### src/rtl/noc_demux_pkg.sv
`default_nettype none
// ============================================================================
// Module      : noc_demux_pkg
// Description : Shared types for the 3-way flit demultiplexer. Provides the
//               destination encoding carried in the top bits of every flit
//               and a helper that decodes a destination field.
// Revision    : 1.0 - initial release
// ============================================================================
package noc_demux_pkg;

    localparam int DEST_W = 2;

    typedef enum logic [DEST_W-1:0] {
        DEST_P0      = 2'b00,
        DEST_P1      = 2'b01,
        DEST_P2      = 2'b10,
        DEST_INVALID = 2'b11
    } dest_t;

    // Takes the destination field (flit[DATA_W-1 -: DEST_W]) rather than the
    // whole flit so the helper stays independent of the flit width.
    function automatic dest_t get_dest(input logic [DEST_W-1:0] dest_bits);
        return dest_t'(dest_bits);
    endfunction

endpackage
`default_nettype wire

### src/rtl/sync_fifo.sv
`default_nettype none
// ============================================================================
// Module      : sync_fifo
// Description : Single-clock in-order FIFO with a first-word-fall-through
//               head. Full/empty come straight from the registered occupancy.
// Ports       : clk, reset   - clock, synchronous active-high reset
//               i_push/i_data - write strobe and data (ignored when full)
//               i_pop         - read strobe (ignored when empty)
//               o_data        - head entry
//               o_full/o_empty- occupancy flags
// Revision    : 1.0 - initial release
// ============================================================================
module sync_fifo #(
    parameter int DATA_W = 32,
    parameter int DEPTH  = 4
) (
    input  logic              clk,
    input  logic              reset,
    input  logic              i_push,
    input  logic [DATA_W-1:0] i_data,
    input  logic              i_pop,
    output logic [DATA_W-1:0] o_data,
    output logic              o_full,
    output logic              o_empty
);

    localparam int PTR_W = $clog2(DEPTH);
    localparam int CNT_W = $clog2(DEPTH + 1);
    localparam logic [CNT_W-1:0] c_full_cnt = CNT_W'(DEPTH);

    // Pointer wrap relies on natural overflow, so DEPTH must be a power of two.
    if (DEPTH < 2 || (DEPTH & (DEPTH - 1)) != 0) begin : g_bad_depth
        $error("sync_fifo: DEPTH must be a power of two and at least 2");
    end

    logic [DATA_W-1:0] r_mem [DEPTH];
    logic [PTR_W-1:0]  r_wptr;
    logic [PTR_W-1:0]  r_rptr;
    logic [CNT_W-1:0]  r_count;

    logic w_do_push;
    logic w_do_pop;

    assign o_full    = (r_count == c_full_cnt);
    assign o_empty   = (r_count == '0);
    assign w_do_push = i_push && !o_full;
    assign w_do_pop  = i_pop && !o_empty;
    assign o_data    = r_mem[r_rptr];

    // Storage is deliberately left out of reset; only the pointers matter.
    always_ff @(posedge clk) begin
        if (w_do_push) begin
            r_mem[r_wptr] <= i_data;
        end
    end

    always_ff @(posedge clk) begin
        if (reset) begin
            r_wptr  <= '0;
            r_rptr  <= '0;
            r_count <= '0;
        end else begin
            if (w_do_push) begin
                r_wptr <= r_wptr + 1'b1;
            end
            if (w_do_pop) begin
                r_rptr <= r_rptr + 1'b1;
            end
            case ({w_do_push, w_do_pop})
                2'b10:   r_count <= r_count + 1'b1;
                2'b01:   r_count <= r_count - 1'b1;
                default: r_count <= r_count;
            endcase
        end
    end

endmodule
`default_nettype wire

### src/rtl/demux3_router.sv
`default_nettype none
// ============================================================================
// Module      : demux3_router
// Description : Receives a single flit stream, buffers it in order and steers
//               the head flit to one of three valid/ready output ports based
//               on the 2-bit destination in the flit's top bits. Flits with
//               destination 2'b11 are discarded as soon as they reach the head.
// Ports       : clk, reset                      - clock, sync active-high reset
//               link_dataIN/validIN/readyOUT    - upstream link
//               portN_dataOUT/validOUT/readyIN  - output ports 0..2
//               drop_count                      - saturating discard counter
// Options     : DEMUX3_DROP_CNT_EN - adds the drop_count port and counter
// Revision    : 1.0 - initial release
// ============================================================================
module demux3_router #(
    parameter int DATA_W = 32,
    parameter int DEPTH  = 4
) (
    input  logic              clk,
    input  logic              reset,
    input  logic [DATA_W-1:0] link_dataIN,
    input  logic              link_validIN,
    output logic              link_readyOUT,
    output logic [DATA_W-1:0] port0_dataOUT,
    output logic [DATA_W-1:0] port1_dataOUT,
    output logic [DATA_W-1:0] port2_dataOUT,
    output logic              port0_validOUT,
    output logic              port1_validOUT,
    output logic              port2_validOUT,
    input  logic              port0_readyIN,
    input  logic              port1_readyIN,
    input  logic              port2_readyIN
`ifdef DEMUX3_DROP_CNT_EN
    ,
    output logic [7:0]        drop_count
`endif
);

    import noc_demux_pkg::*;

    logic              w_full;
    logic              w_empty;
    logic [DATA_W-1:0] w_head;
    logic              w_push;
    logic              w_pop;
    logic              w_live;
    dest_t             w_dest;
    logic              w_valid0;
    logic              w_valid1;
    logic              w_valid2;
    logic              w_drop;

    // Ready depends only on registered occupancy and reset, never on a
    // same-cycle pop, so there is no combinational path from readyIN.
    assign link_readyOUT = !w_full && !reset;
    assign w_push        = link_validIN && link_readyOUT;

    sync_fifo #(
        .DATA_W (DATA_W),
        .DEPTH  (DEPTH)
    ) u_fifo (
        .clk     (clk),
        .reset   (reset),
        .i_push  (w_push),
        .i_data  (link_dataIN),
        .i_pop   (w_pop),
        .o_data  (w_head),
        .o_full  (w_full),
        .o_empty (w_empty)
    );

    assign w_dest = get_dest(w_head[DATA_W-1 -: DEST_W]);
    // Outputs are forced quiet during the reset cycle even though the
    // occupancy register has not cleared yet.
    assign w_live = !w_empty && !reset;

    always_comb begin
        w_valid0 = 1'b0;
        w_valid1 = 1'b0;
        w_valid2 = 1'b0;
        w_drop   = 1'b0;
        if (w_live) begin
            case (w_dest)
                DEST_P0:      w_valid0 = 1'b1;
                DEST_P1:      w_valid1 = 1'b1;
                DEST_P2:      w_valid2 = 1'b1;
                default:      w_drop   = 1'b1;
            endcase
        end
    end

    // An invalid head is popped unconditionally, draining at one per cycle.
    assign w_pop = (w_valid0 && port0_readyIN) ||
                   (w_valid1 && port1_readyIN) ||
                   (w_valid2 && port2_readyIN) ||
                   w_drop;

    assign port0_dataOUT  = w_head;
    assign port1_dataOUT  = w_head;
    assign port2_dataOUT  = w_head;
    assign port0_validOUT = w_valid0;
    assign port1_validOUT = w_valid1;
    assign port2_validOUT = w_valid2;

`ifdef DEMUX3_DROP_CNT_EN
    logic [7:0] r_drop_cnt;

    always_ff @(posedge clk) begin
        if (reset) begin
            r_drop_cnt <= '0;
        end else if (w_drop && (r_drop_cnt != 8'hFF)) begin
            r_drop_cnt <= r_drop_cnt + 8'd1;
        end
    end

    assign drop_count = r_drop_cnt;
`endif

endmodule
`default_nettype wire
### config.mk
export PLATFORM = sky130hd
export DESIGN_NAME = demux3_router
export DESIGN_NICKNAME = d
export VERILOG_FILES = /design/src/rtl/noc_demux_pkg.sv /design/src/rtl/sync_fifo.sv /design/src/rtl/demux3_router.sv
export SDC_FILE = /design/constraint.sdc
export NUM_CORES = 1
export LEC_CHECK = 0
export ABC_AREA = 1
export ABC_CLOCK_PERIOD_IN_PS = 3000
export CORE_MARGIN = 8
export CORE_UTILIZATION = 50
export CTS_BUF_LIST = sky130_fd_sc_hd__clkbuf_8
export DETAILED_ROUTE_END_ITERATION = 8
export GPL_TIMING_DRIVEN = 0
export PLACE_DENSITY = 0.89
export SLEW_MARGIN = 20
export SYNTH_ARGS = -nofsm -noshare
export SYNTH_HDL_FRONTEND = slang
export SYNTH_SLANG_ARGS = --single-unit
### constraint.sdc
create_clock -name clk -period 3 [get_ports clk]
set_input_delay 0.45 -clock clk [delete_from_list [all_inputs] [get_ports clk]]
set_output_delay 0.45 -clock clk [all_outputs]
set_load 0.005 [all_outputs]
# Word-level counts from Yosys, hierarchy flattened
# Memory sizes are Yosys's and may differ from the RTL's. A register that Yosys moved wholly into a read port is not among the register bits.
# Cells that the tools add are included.
[classes] eq_ne=5 n_addsub=4 reduce_logical=18 mux=13
[op_table] cell="two-way mux 1 bit" count=10
[op_table] cell="logical AND 1 bit" count=8
[op_table] cell="one-hot mux 3 bit (2 select lines)" count=1
[op_table] cell="adder 2 x 1 -> 2 bit, second input constant" count=2
[op_table] cell="== test 2 x 1 -> 1 bit, second input constant" count=2
[op_table] cell="== test 2 bit, second input constant" count=2
[op_table] cell="two-way mux 2 bit" count=2
[op_table] cell="adder 3 x 1 -> 3 bit, second input constant" count=1
[op_table] cell="== test 3 bit, second input constant" count=1
[op_table] cell="logical NOT 1 bit" count=3
[op_table] cell="logical NOT 3 bit" count=1
[op_table] cell="logical OR 1 bit" count=3
[op_table] cell="OR reduction 3 bit" count=1
[op_table] cell="subtractor 3 x 1 -> 3 bit, second input constant" count=1
[op_table] cell="logical NOT 2 bit" count=1
[op_table] cell="nonzero test 2 bit" count=1
[word_totals] output_inout_bits=100 ram_bits=128 word_cells=44 in_bits=38 mem_count=1 register_bits=7
[mem_list] name="u_fifo.r_mem" depth=4 width=32 read_ports=1 rd_ports_with_merged_regs=1 write_ports=1 line="sync_fifo.sv:36" text="logic [DATA_W-1:0] r_mem [DEPTH];"

# Logic depth before layout (Yosys ltp)
# Gate-level depths: netlist of run 1.
[logic_depth] ltp_word=11 ltp_mapped=16 mapped_depth_nobuf=16

# By module
# A second synthesis of run 1 with hierarchy kept.
[hier_totals] cells_unflattened=460 area_unflattened_um2=5834.3
[modules_own_cells] module="sync_fifo" cells_per_inst=379 n_inst=1 area_each_um2=5276.3
[modules_own_cells] module="demux3_router" cells_per_inst=81 n_inst=1 area_each_um2=558.0

# Worst setup path before layout of run 1
# Ideal clock, no wire load.
[synth_timing] path_kind="input-to-reg" from="input reset" to="memory u_fifo.r_mem[0][0] (enable)" t_arrival_ns=2.217 n_path_buf=0 stages=3 path_slack_ns=0.361 cell_sequence="a21oi_1 -> nand2_1 -> nor2_1"
[synth_between] elab_chain_cells=6
[synth_lines] element="start, declared" line="demux3_router.sv:20" text="input logic reset,"
[synth_lines] element="logical NOT 1 bit" line="demux3_router.sv:55" text="assign link_readyOUT = !w_full && !reset;"
[synth_lines] element="logical AND 1 bit" line="demux3_router.sv:55"
[synth_lines] element="logical AND 1 bit" line="demux3_router.sv:56" text="assign w_push = link_validIN && link_readyOUT;"
[synth_lines] element="logical AND 1 bit" line="sync_fifo.sv:46" text="assign w_do_push = i_push && !o_full;"
[synth_lines] element="two-way mux 1 bit" line="sync_fifo.sv:52" text="if (w_do_push) begin"
[synth_lines] element="two-way mux 1 bit (not written as such)" line="sync_fifo.sv:53" text="r_mem[r_wptr] <= i_data;"
[synth_lines] element="end, declared" line="sync_fifo.sv:36"
# Every way passes these cells.

==> qor.yml, run 1 <==
hold_slack_ns: 0.4825
syn_inst: 454
synth_area_leaders: "edfxtp_1, buf_4, o21ai_0, nor2_1, o22ai_1"
synth_edf_count: 128
clock_latency_ns: 0.42
yosysMostFrequentCell: "edfxtp_1"
synthToLayoutAreaGrowth_pct: 37.14
track_usage_pct: 17.90
synthAdderAreaFrac_pct: 1.437
power_density_mw_per_mm2: 642.8
p_sw_w: 0.001200
postRouteAntennaNets: 0
synth_compound_area_share_pct: 9.798
grt_pass1_vias: 4059
grt_max_degree: 21
yosysTopAreaCell: "edfxtp_1"
die_area_mm2: 0.01518
synthSimpleGateAreaFrac_pct: 7.794
synth_commonest_cells: "edfxtp_1, nor2_1, buf_4, o21ai_0, o22ai_1"
synth_nets: 498
critPathLaunchType: "flop"
drcViolationCount: 0
cts_setup_buffers: 0
switching_share_pct: 23.69
cts_hold_buf: 0
wl_per_cell_um: 17.46
grt_pass1_wl_um: 20410
first_pass_iters: 4
viasPerCell: 5.164
drt_iter0_markers: 236
leakage_nw: 2.893
diodes: 0
ys_seq_elements: 137
hpwlAfterDp_um: 9318
yosysUniqueCellTypes: 25
fmax_mhz: 354.4
yosysSeqAreaShare_pct: 70.02
syn_area_mm2: 0.005747
synth_top_family_by_area: "buffers and inverters"
final_cell_area_mm2: 0.007881
dp.cells: 738
drive_gt1_share_pct: 21.21
finalCriticalPeriod_ns: 2.821
max_cap_violations: 0
grt_overflow: 0
combPwrFrac_pct: 24.7
area.sequential_mm2: 0.004024
endpoint: "port1_dataOUT[20]"
finalSetupViolCount: 0
p_int_w: 0.003866
worstSetupPathType: "reg -> out"
status: "finished clean"
clk_pin_slew_ns: 0.07
finalCritPeriodShare_pct: 94.05
pwr-share-seq_pct: 42.8
min_path_type: "reg -> reg"
hold_viol: 0
synth_warnings: 0
reg2reg_depth: 16
muxShareOfSynthArea_pct: 0
cts_buffers: 17
die_h_um: 123.2
reg2reg_to: "u_fifo.r_count[2]$_SDFFE_PP0P_"
synth_xor_area_share_pct: 0.1524
critPathMaxFanout: 10
instances_no_fill: 770
cts_max_path_buffers: 2
num_rows: 39
ys.flop_type: "edfxtp_1"
cts_sinks: 137
ios: 138
p_total_w: 0.005066
core_area_mm2: 0.01132
worst_pin_slew_ns: 0.6978
worstPathRequired_ns: 2.55
io_buffer_count: 137
end_kind: "primary output"
synthArstFlopShare_pct: 0
cts_tree: "yes"
avgSynthCellArea_um2: 12.66
cts_max_level: 4
initial_core_util_pct: 50.76
num-fill-cells: 758
slew_headroom_pct: 53.37
skew_ns: 0.006941
vias: 3976
p_clk_share_pct: 32.4
final_core_util_pct: 69.62
multiInputGateArea_mm2: 0.001139
regToRegSetupSlack_ns: 0.61
gp_congestion: 0.7361
arrival_ns: 2.37
drt_wl_total_um: 13440
irDropWorstVdd_v: 0.0004829
die_w_um: 123.2
synth_top_area_share_pct: 66.88
postPlaceCellArea_mm2: 0.007412
report.final.slew_viol_count: 0
rsz0062_at_grt: "false"
clockRootBuffer: "clkbuf_8"
fin_nets: 658
antenna_found_initial: 0
-- sequential cells by signal, summed over array words and instances, names as in the netlist, named ones only --
name / count
u_fifo.r_count: 3
u_fifo.r_rptr: 2
u_fifo.r_mem: 128
u_fifo.r_wptr: 2
-- final cells by class --
class	instances	share of cell area [%]
flip-flops and latches	137	51.06
repair buffers	141	18.48
multi-input cells	218	14.45
plain buffers	83	7.382
clock buffers	17	2.969
clock inverters	15	2.635
well taps	143	2.270
inverters	16	0.7620
-- cells by family after synthesis --
kind of cell	after synthesis
adder cells (fa/ha/maj)	6
XOR/XNOR	1
flip-flops	137
buffers and inverters	99
AND/OR/NAND/NOR	106
AO/OA/AOI/OAI	105
-- repair_timing --
item	CTS	global route
endpoints found under the setup margin	7	45
pin swaps	0	0
gates resized for setup	11	13
-- worst min-delay path by stage --
stage,from,to,depth (start not counted)
after floorplan,u_fifo.r_count[2]$_SDFFE_PP0P_,u_fifo.r_count[2]$_SDFFE_PP0P_,2
after global placement,u_fifo.r_count[2]$_SDFFE_PP0P_,u_fifo.r_count[2]$_SDFFE_PP0P_,2
after detailed placement,u_fifo.r_count[2]$_SDFFE_PP0P_,u_fifo.r_count[2]$_SDFFE_PP0P_,2
after CTS,u_fifo.r_count[2]$_SDFFE_PP0P_,u_fifo.r_count[2]$_SDFFE_PP0P_,2
after global routing,u_fifo.r_count[2]$_SDFFE_PP0P_,u_fifo.r_count[2]$_SDFFE_PP0P_,2
final,u_fifo.r_count[2]$_SDFFE_PP0P_,u_fifo.r_count[2]$_SDFFE_PP0P_,2
-- routing by layer --
| layer | track usage [%] | up-vias | part of all wire, % |
|---|---|---|---|
| met5 | 0 | - | 0 |
| met4 | 6.697 | 0 | 1.4 |
| met3 | 5.936 | 22 | 8.2 |
| met2 | 31.50 | 134 | 52 |
| met1 | 19.75 | 1935 | 39 |
| li1 | - | 1885 | - |
-- stage by stage --
stage / worst slack (ns) / TNS [ns]
after global placement: -1.220 / -152.41
after global routing: 0.003071 / 0
after detailed placement: 0.1303 / 0
after floorplan: 0.3615 / 0
after CTS: 0.004620 / 0
final: 0.1786 / 0
-- worst max-delay path, cell delays in order (launching register included) --
cell and delay [ns]:
dfxtp_1 0.49, clkbuf_2 0.30, o21ai_0 0.16, o22ai_1 0.33
buf_4 0.17, clkdlybuf4s50_1 0.50
-- cell usage in the layout (no fill, tap or decap), drive strengths merged, types with 2 or more instances in the layout --
cell             n
clkinv           7
inv             17
clkinvlp         2
dfxtp            9
buf             70
nor2            74
edfxtp         128
o22ai           30
bufinv           5
ha               5
clkdlybuf4s50  137
nand3            5
nand4            2
clkbuf          34
nand2           24
o21ai           67
a21oi            8
-- power groups by stage --
| stage | combinational, W | clock [W] | sequential, W |
|---|---|---|---|
| 6_report | 0.00125 | 0.00164 | 0.00217 |
| 5_1_grt | 0.00136 | 0.00175 | 0.00217 |
| 4_1_cts | 0.00127 | 0.00167 | 0.00217 |
| 3_5_place_dp | 0.00126 | 0 | 0.00221 |
| 3_3_place_gp | 0.00120 | 0 | 0.00221 |
| 2_1_floorplan | 0.000561 | 0 | 0.00221 |
No activity file was read; power rests on OpenSTA's default activity.
==> inputs of run 2 (changes only) <==
- ABC_CLOCK_PERIOD_IN_PS: 3000 -> 2900
- REMOVE_ABC_BUFFERS: not set -> 1
- clock period: 3 -> 2.9 ns (I/O delays scaled with it)
==> qor.yml, run 2 (synthesized netlist as in run 1, its figures left out) <==
status: "finished clean"
arrival_ns: 2.25  # -0.12 ns
postRouteAntennaNets: 0  # unchanged
grt_overflow: 0  # unchanged
gp_congestion: 0.7452  # +1.2%
critPathLaunchType: "flop"
cts_buffers: 17  # unchanged
cts_hold_buf: 0  # unchanged
first_pass_iters: 7  # +3
cts_max_path_buffers: 2  # unchanged
max_cap_violations: 0  # unchanged
wl_per_cell_um: 17.94  # +2.8%
grt_pass1_wl_um: 18570  # -9.0%
drt_wl_total_um: 12420  # -7.6%
layout_commonest_cell: "clkdlybuf4s50_1"
num_rows: 39  # unchanged
ios: 138  # unchanged
worstPathRequired_ns: 2.47  # -0.08 ns
end_kind: "primary output"
clk_pin_slew_ns: 0.08  # about the same
reg2reg_depth: 14  # -2
drive_gt1_share_pct: 10.56  # -11 points
min_from: "u_fifo.r_count[2]$_SDFFE_PP0P_"
rsz0062_at_grt: "false"
finalCritPeriodShare_pct: 92.65
irDropWorstVdd_v: 0.0003614  # -25%
slew_headroom_pct: 52.02  # -1.3 points
diodes: 0  # unchanged
cts_tree: "yes"
grt_max_degree: 65  # +210%
die_h_um: 123.2  # unchanged
post-place-ws_ns: -0.4101  # -0.5405 ns
synthToLayoutAreaGrowth_pct: 28.89
drt_iter0_markers: 283  # +20%
fin_nets: 580  # -12%
power_density_mw_per_mm2: 670.5  # +4.3%
core_area_mm2: 0.01132  # unchanged
fin_ws_ns: 0.2132  # +0.03459 ns
min_path_type: "reg -> reg"
reg_top3: "u_fifo.r_mem: 128 flops, u_fifo.r_count: 3 flops"
die_w_um: 123.2  # unchanged
min_to: "u_fifo.r_count[2]$_SDFFE_PP0P_"
report.final.slew_viol_count: 0  # unchanged
final_cell_area_mm2: 0.007407  # -6.0%
clockRootBuffer: "clkbuf_8"
hold_depth: 2  # unchanged
cts_sinks: 137  # unchanged
hpwlAfterDp_um: 7794  # -16%
initial_core_util_pct: 50.76  # unchanged
worstSetupPathType: "reg -> out"
hold_slack_ns: 0.4898  # +0.007359 ns
die_area_mm2: 0.01518  # unchanged
final.setup.tns_ns: 0  # unchanged
skew_ns: 0.01316  # +0.006214 ns
critPathMaxFanout: 33  # +23
top_register: "u_fifo.r_mem"
grt_pass1_vias: 3680  # -9.3%
io_buffer_count: 137  # unchanged
regToRegSetupSlack_ns: 0.32  # -0.29 ns
largest_register_ffs: 128  # unchanged
postPlaceCellArea_mm2: 0.006899  # -6.9%
mostFrequentLayoutCells: "clkdlybuf4s50_1, edfxtp_1, nor2_1"
finalSetupViolCount: 0  # unchanged
vias: 3634  # -8.6%
drcViolationCount: 0  # unchanged
antenna_found_initial: 0  # unchanged
fmax_mhz: 372.2
viasPerCell: 5.251  # +1.7%
track_usage_pct: 16.13  # -1.8 points
worst_pin_slew_ns: 0.7179  # +0.02014 ns
reg2reg_to: "u_fifo.r_count[2]$_SDFFE_PP0P_"
clock_latency_ns: 0.43  # about the same
cts_max_level: 4  # unchanged
finalCriticalPeriod_ns: 2.687
leakage_nw: 2.552  # -12%
hold_viol: 0  # unchanged
[run 2: cell types whose count changed in the layout (fill, tap and decap cells not counted), moves of 2 or more]
| cell | before | now |
|---|---|---|
| buf_4 | 64 | 2 |
| clkbuf_2 | 17 | 0 |
| inv_6 | 0 | 4 |
| clkinv_1 | 3 | 0 |
| buf_16 | 2 | 4 |
| dfxtp_1 | 9 | 7 |
| dfxtp_4 | 0 | 2 |
| inv_2 | 4 | 2 |
[run 2: how the worst max path moves through the flow]
stage / end / startpoint / cells past startpoint
5_1_grt: u_fifo.r_count[2]$_SDFFE_PP0P_ / flop / 14
2_1_floorplan: u_fifo.r_count[2]$_SDFFE_PP0P_ / flop / 15
3_3_place_gp: u_fifo.r_count[2]$_SDFFE_PP0P_ / flop / 15
4_1_cts: port0_validOUT / flop / 7
3_5_place_dp: u_fifo.r_count[2]$_SDFFE_PP0P_ / flop / 16
6_report: port1_dataOUT[24] / flop / 4
[run 2: area by class of cell]
| type | instances | area (um^2) |
|---|---|---|
| flip-flops and latches | 137 | 4031 |
| fillers | 837 | 3914 |
| repair buffers | 146 | 1543 |
| multi-input cells | 218 | 1132 |
| clock buffers | 17 | 234.0 |
| clock inverters | 15 | 198.9 |
| well taps | 143 | 178.9 |
| inverters | 16 | 88.84 |
[run 2: per-layer routing]
metal | track usage (%) | vias to the layer above | share of wire, %
met1 | 16.78 | 1767 | 38
li1 | - | 1729 | -
met5 | 0 | - | 0
met3 | 4.886 | 17 | 6.4
met4 | 5.643 | 0 | 1.6
met2 | 30.08 | 121 | 54
[run 2: metrics by stage]
step | instances | power, W | utilization [%]
final | 692 | 0.004966 | 65.43
after CTS | 688 | 0.004984 | 64.88
after detailed placement | 656 | 0.003323 | 60.94
after global routing | 692 | 0.005185 | 65.43
after global placement | 651 | 0.003262 | 59.50
after floorplan | 371 | 0.002628 | -
[run 2: timing repair]
| item | in CTS | in global routing |
|---|---|---|
| setup endpoints to repair | 101 | 11 |
| gates resized for setup | 5 | 4 |
| hold endpoints to repair | 0 | 0 |
| buffers inserted | 0 | 4 |
[run 2: critical path: stages (launching register included)]
cell	delay (ns)
dfxtp_4	0.45
inv_4	0.32
o21ai_0	0.15
o22ai_1	0.31
clkdlybuf4s50_1	0.59
[run 2: where the power goes]
group          switching (W)  total, W  internal, W
Clock               0.000734   0.00168     0.000941
Combinational       0.000457   0.00103     0.000576
Sequential         0.0000338   0.00226      0.00222
Total                0.00123   0.00497      0.00374
==> inputs of run 3 (changes only) <==
- CORE_ASPECT_RATIO: not set -> 1.1
==> qor.yml, run 3 (synthesized netlist as in run 1, its figures left out) <==
multiInputGateArea_mm2: 0.001132  # unchanged
die_w_um: 118.2  # -4.0%
combPwrFrac_pct: 22.8  # +2.0 points
vias: 3718  # +2.3%
num_rows: 41  # +5.1%
clockRootBuffer: "clkbuf_8"
fin_nets: 580  # unchanged
largest_register_ffs: 128  # unchanged
final_cell_area_mm2: 0.007355  # -0.71%
power_density_mw_per_mm2: 641.1  # -4.4%
worstPathRequired_ns: 2.47  # about the same
critPathLaunchType: "flop"
rsz0062_at_grt: "false"
grt_overflow: 0  # unchanged
layout_commonest_cell: "clkdlybuf4s50_1"
p_sw_w: 0.001172  # -4.4%
die_h_um: 128.4  # +4.2%
end_kind: "primary output"
skew_ns: 0.008316  # -0.004839 ns
reg2reg_to: "u_fifo.r_count[2]$_SDFFE_PP0P_"
wl_per_cell_um: 18.90  # +5.3%
max_cap_violations: 0  # unchanged
report.final.slew_viol_count: 0  # unchanged
cts_max_path_buffers: 2  # unchanged
clock_latency_ns: 0.42  # about the same
regToRegSetupSlack_ns: 0.25  # -0.07 ns
reg_top3: "u_fifo.r_mem: 128 flops, u_fifo.r_count: 3 flops"
grt_max_degree: 65  # unchanged
worstSetupPathType: "reg -> out"
initial_core_util_pct: 50.69  # -0.073 points
grt_pass1_vias: 3934  # +6.9%
io_buffer_count: 137  # unchanged
mostFrequentLayoutCells: "clkdlybuf4s50_1, edfxtp_1, nor2_1"
arrival_ns: 2.27  # +0.02 ns
p_clk_share_pct: 29.5  # -4.2 points
cts_max_level: 4  # unchanged
leakage_nw: 2.534  # -0.73%
top_register: "u_fifo.r_mem"
slew_headroom_pct: 46.89  # -5.1 points
finalCritPeriodShare_pct: 93.30  # +0.66 points
postPlaceCellArea_mm2: 0.006908  # +0.13%
finalCriticalPeriod_ns: 2.706  # +0.01903 ns
drt_iter0_markers: 292  # +3.2%
ios: 138  # unchanged
track_usage_pct: 16.66  # +0.53 points
viasPerCell: 5.327  # +1.4%
grt_pass1_wl_um: 19730  # +6.2%
p_int_w: 0.003544  # -5.3%
area.sequential_mm2: 0.004031  # unchanged
cts_sinks: 137  # unchanged
finalSetupViolCount: 0  # unchanged
final.setup.tns_ns: 0  # unchanged
reg2reg_depth: 16  # +2
hold_viol: 0  # unchanged
drt_wl_total_um: 13190  # +6.3%
antenna_found_initial: 0  # unchanged
num-fill-cells: 812  # -3.0%
hpwlAfterDp_um: 8101  # +3.9%
switching_share_pct: 24.85  # +0.17 points
cts_buffers: 17  # unchanged
worst_pin_slew_ns: 0.7948  # +0.07682 ns
core_area_mm2: 0.01134  # +0.14%
postRouteAntennaNets: 0  # unchanged
synthToLayoutAreaGrowth_pct: 27.98
critPathMaxFanout: 33  # unchanged
diodes: 0  # unchanged
pwr-share-seq_pct: 47.7  # +2.3 points
irDropWorstVdd_v: 0.0002712  # -25%
drive_gt1_share_pct: 9.854  # -0.71 points
drcViolationCount: 0  # unchanged
first_pass_iters: 6  # -1
fmax_mhz: 369.6  # -0.70%
min_path_type: "reg -> reg"
die_area_mm2: 0.01518  # about the same
hold_depth: 2  # unchanged
clk_pin_slew_ns: 0.07  # about the same
endpoint: "port1_dataOUT[9]"
cts_tree: "yes"
status: "finished clean"
gp_congestion: 0.7403  # -0.66%
==> run 3: cell types whose count changed in the layout (fill, tap and decap cells not counted), sizes merged <==
cell      previous run  this run
clkinvlp             3         1
buf                  9         8
inv                 21        17
bufinv               4         2
clkbuf              17        18
clkinv               3        10
==> run 3: critical path, stage by stage, from the launching register on <==
cell	delay, ns
dfxtp_4	0.44
inv_4	0.31
o21ai_0	0.20
o22ai_1	0.30
clkdlybuf4s50_1	0.58
==> run 3: power groups by stage <==
| stage | Clock [W] | Sequential, W | Combinational, W |
|---|---|---|---|
| 2_1_floorplan | 0 | 0.00231 | 0.000317 |
| 3_3_place_gp | 0 | 0.00233 | 0.000932 |
| 3_5_place_dp | 0 | 0.00231 | 0.00103 |
| 4_1_cts | 0.00141 | 0.00226 | 0.00103 |
| 5_1_grt | 0.00149 | 0.00225 | 0.00118 |
| 6_report | 0.00139 | 0.00225 | 0.00108 |
==> run 3: how the worst min path moves through the flow <==
stage / startpoint / endpoint / slack [ns]
detailed placement: u_fifo.r_count[2]$_SDFFE_PP0P_ / u_fifo.r_count[2]$_SDFFE_PP0P_ / 0.47
CTS: u_fifo.r_count[2]$_SDFFE_PP0P_ / u_fifo.r_count[2]$_SDFFE_PP0P_ / 0.48
global route: u_fifo.r_count[2]$_SDFFE_PP0P_ / u_fifo.r_count[2]$_SDFFE_PP0P_ / 0.51
global placement: u_fifo.r_count[2]$_SDFFE_PP0P_ / u_fifo.r_count[2]$_SDFFE_PP0P_ / 0.45
floorplan: u_fifo.r_count[2]$_SDFFE_PP0P_ / u_fifo.r_count[2]$_SDFFE_PP0P_ / 0.44
finish: u_fifo.r_count[2]$_SDFFE_PP0P_ / u_fifo.r_count[2]$_SDFFE_PP0P_ / 0.49
==> run 3: through the flow <==
step	hold WS, ns	util [%]	setup slack [ns]	cells	power (W)
after CTS	0.4808	64.15	0.04253	694	0.004707
after global routing	0.5065	64.87	0.03838	698	0.004921
after detailed placement	0.4714	60.93	-0.5633	663	0.003332
final	0.4895	64.87	0.1942	698	0.004715
after global placement	0.4521	59.50	-1.800	658	0.003261
after floorplan	0.4442	-	-0.6816	371	0.002628
==> run 3: repair_timing <==
| action | 4_1_cts | 5_1_grt |
|---|---|---|
| cloned | 0 | 1 |
| hold buffers | 0 | 0 |
| gates resized for setup | 6 | 5 |
| setup buffers | 0 | 3 |
| endpoints found under the setup margin | 102 | 56 |
==> run 3: area by class of cell <==
class / instances / area share [%]
Multi-Input combinational cell: 218 / 15.40
Sequential cell: 137 / 54.81
Clock buffer: 17 / 3.181
Clock inverter: 14 / 1.582
Inverter: 16 / 1.208
Tap cell: 150 / 2.552
Timing Repair Buffer: 146 / 21.27
==> run 3: routing by layer <==
| metal | wire [um] | GRT usage, % | vias up |
|---|---|---|---|
| met5 | 0 | 0 | - |
| met4 | 264 | 7.919 | 0 |
| met3 | 910 | 5.869 | 21 |
| met2 | 7085 | 30.34 | 132 |
| met1 | 4934 | 16.78 | 1847 |
| li1 | - | - | 1718 |
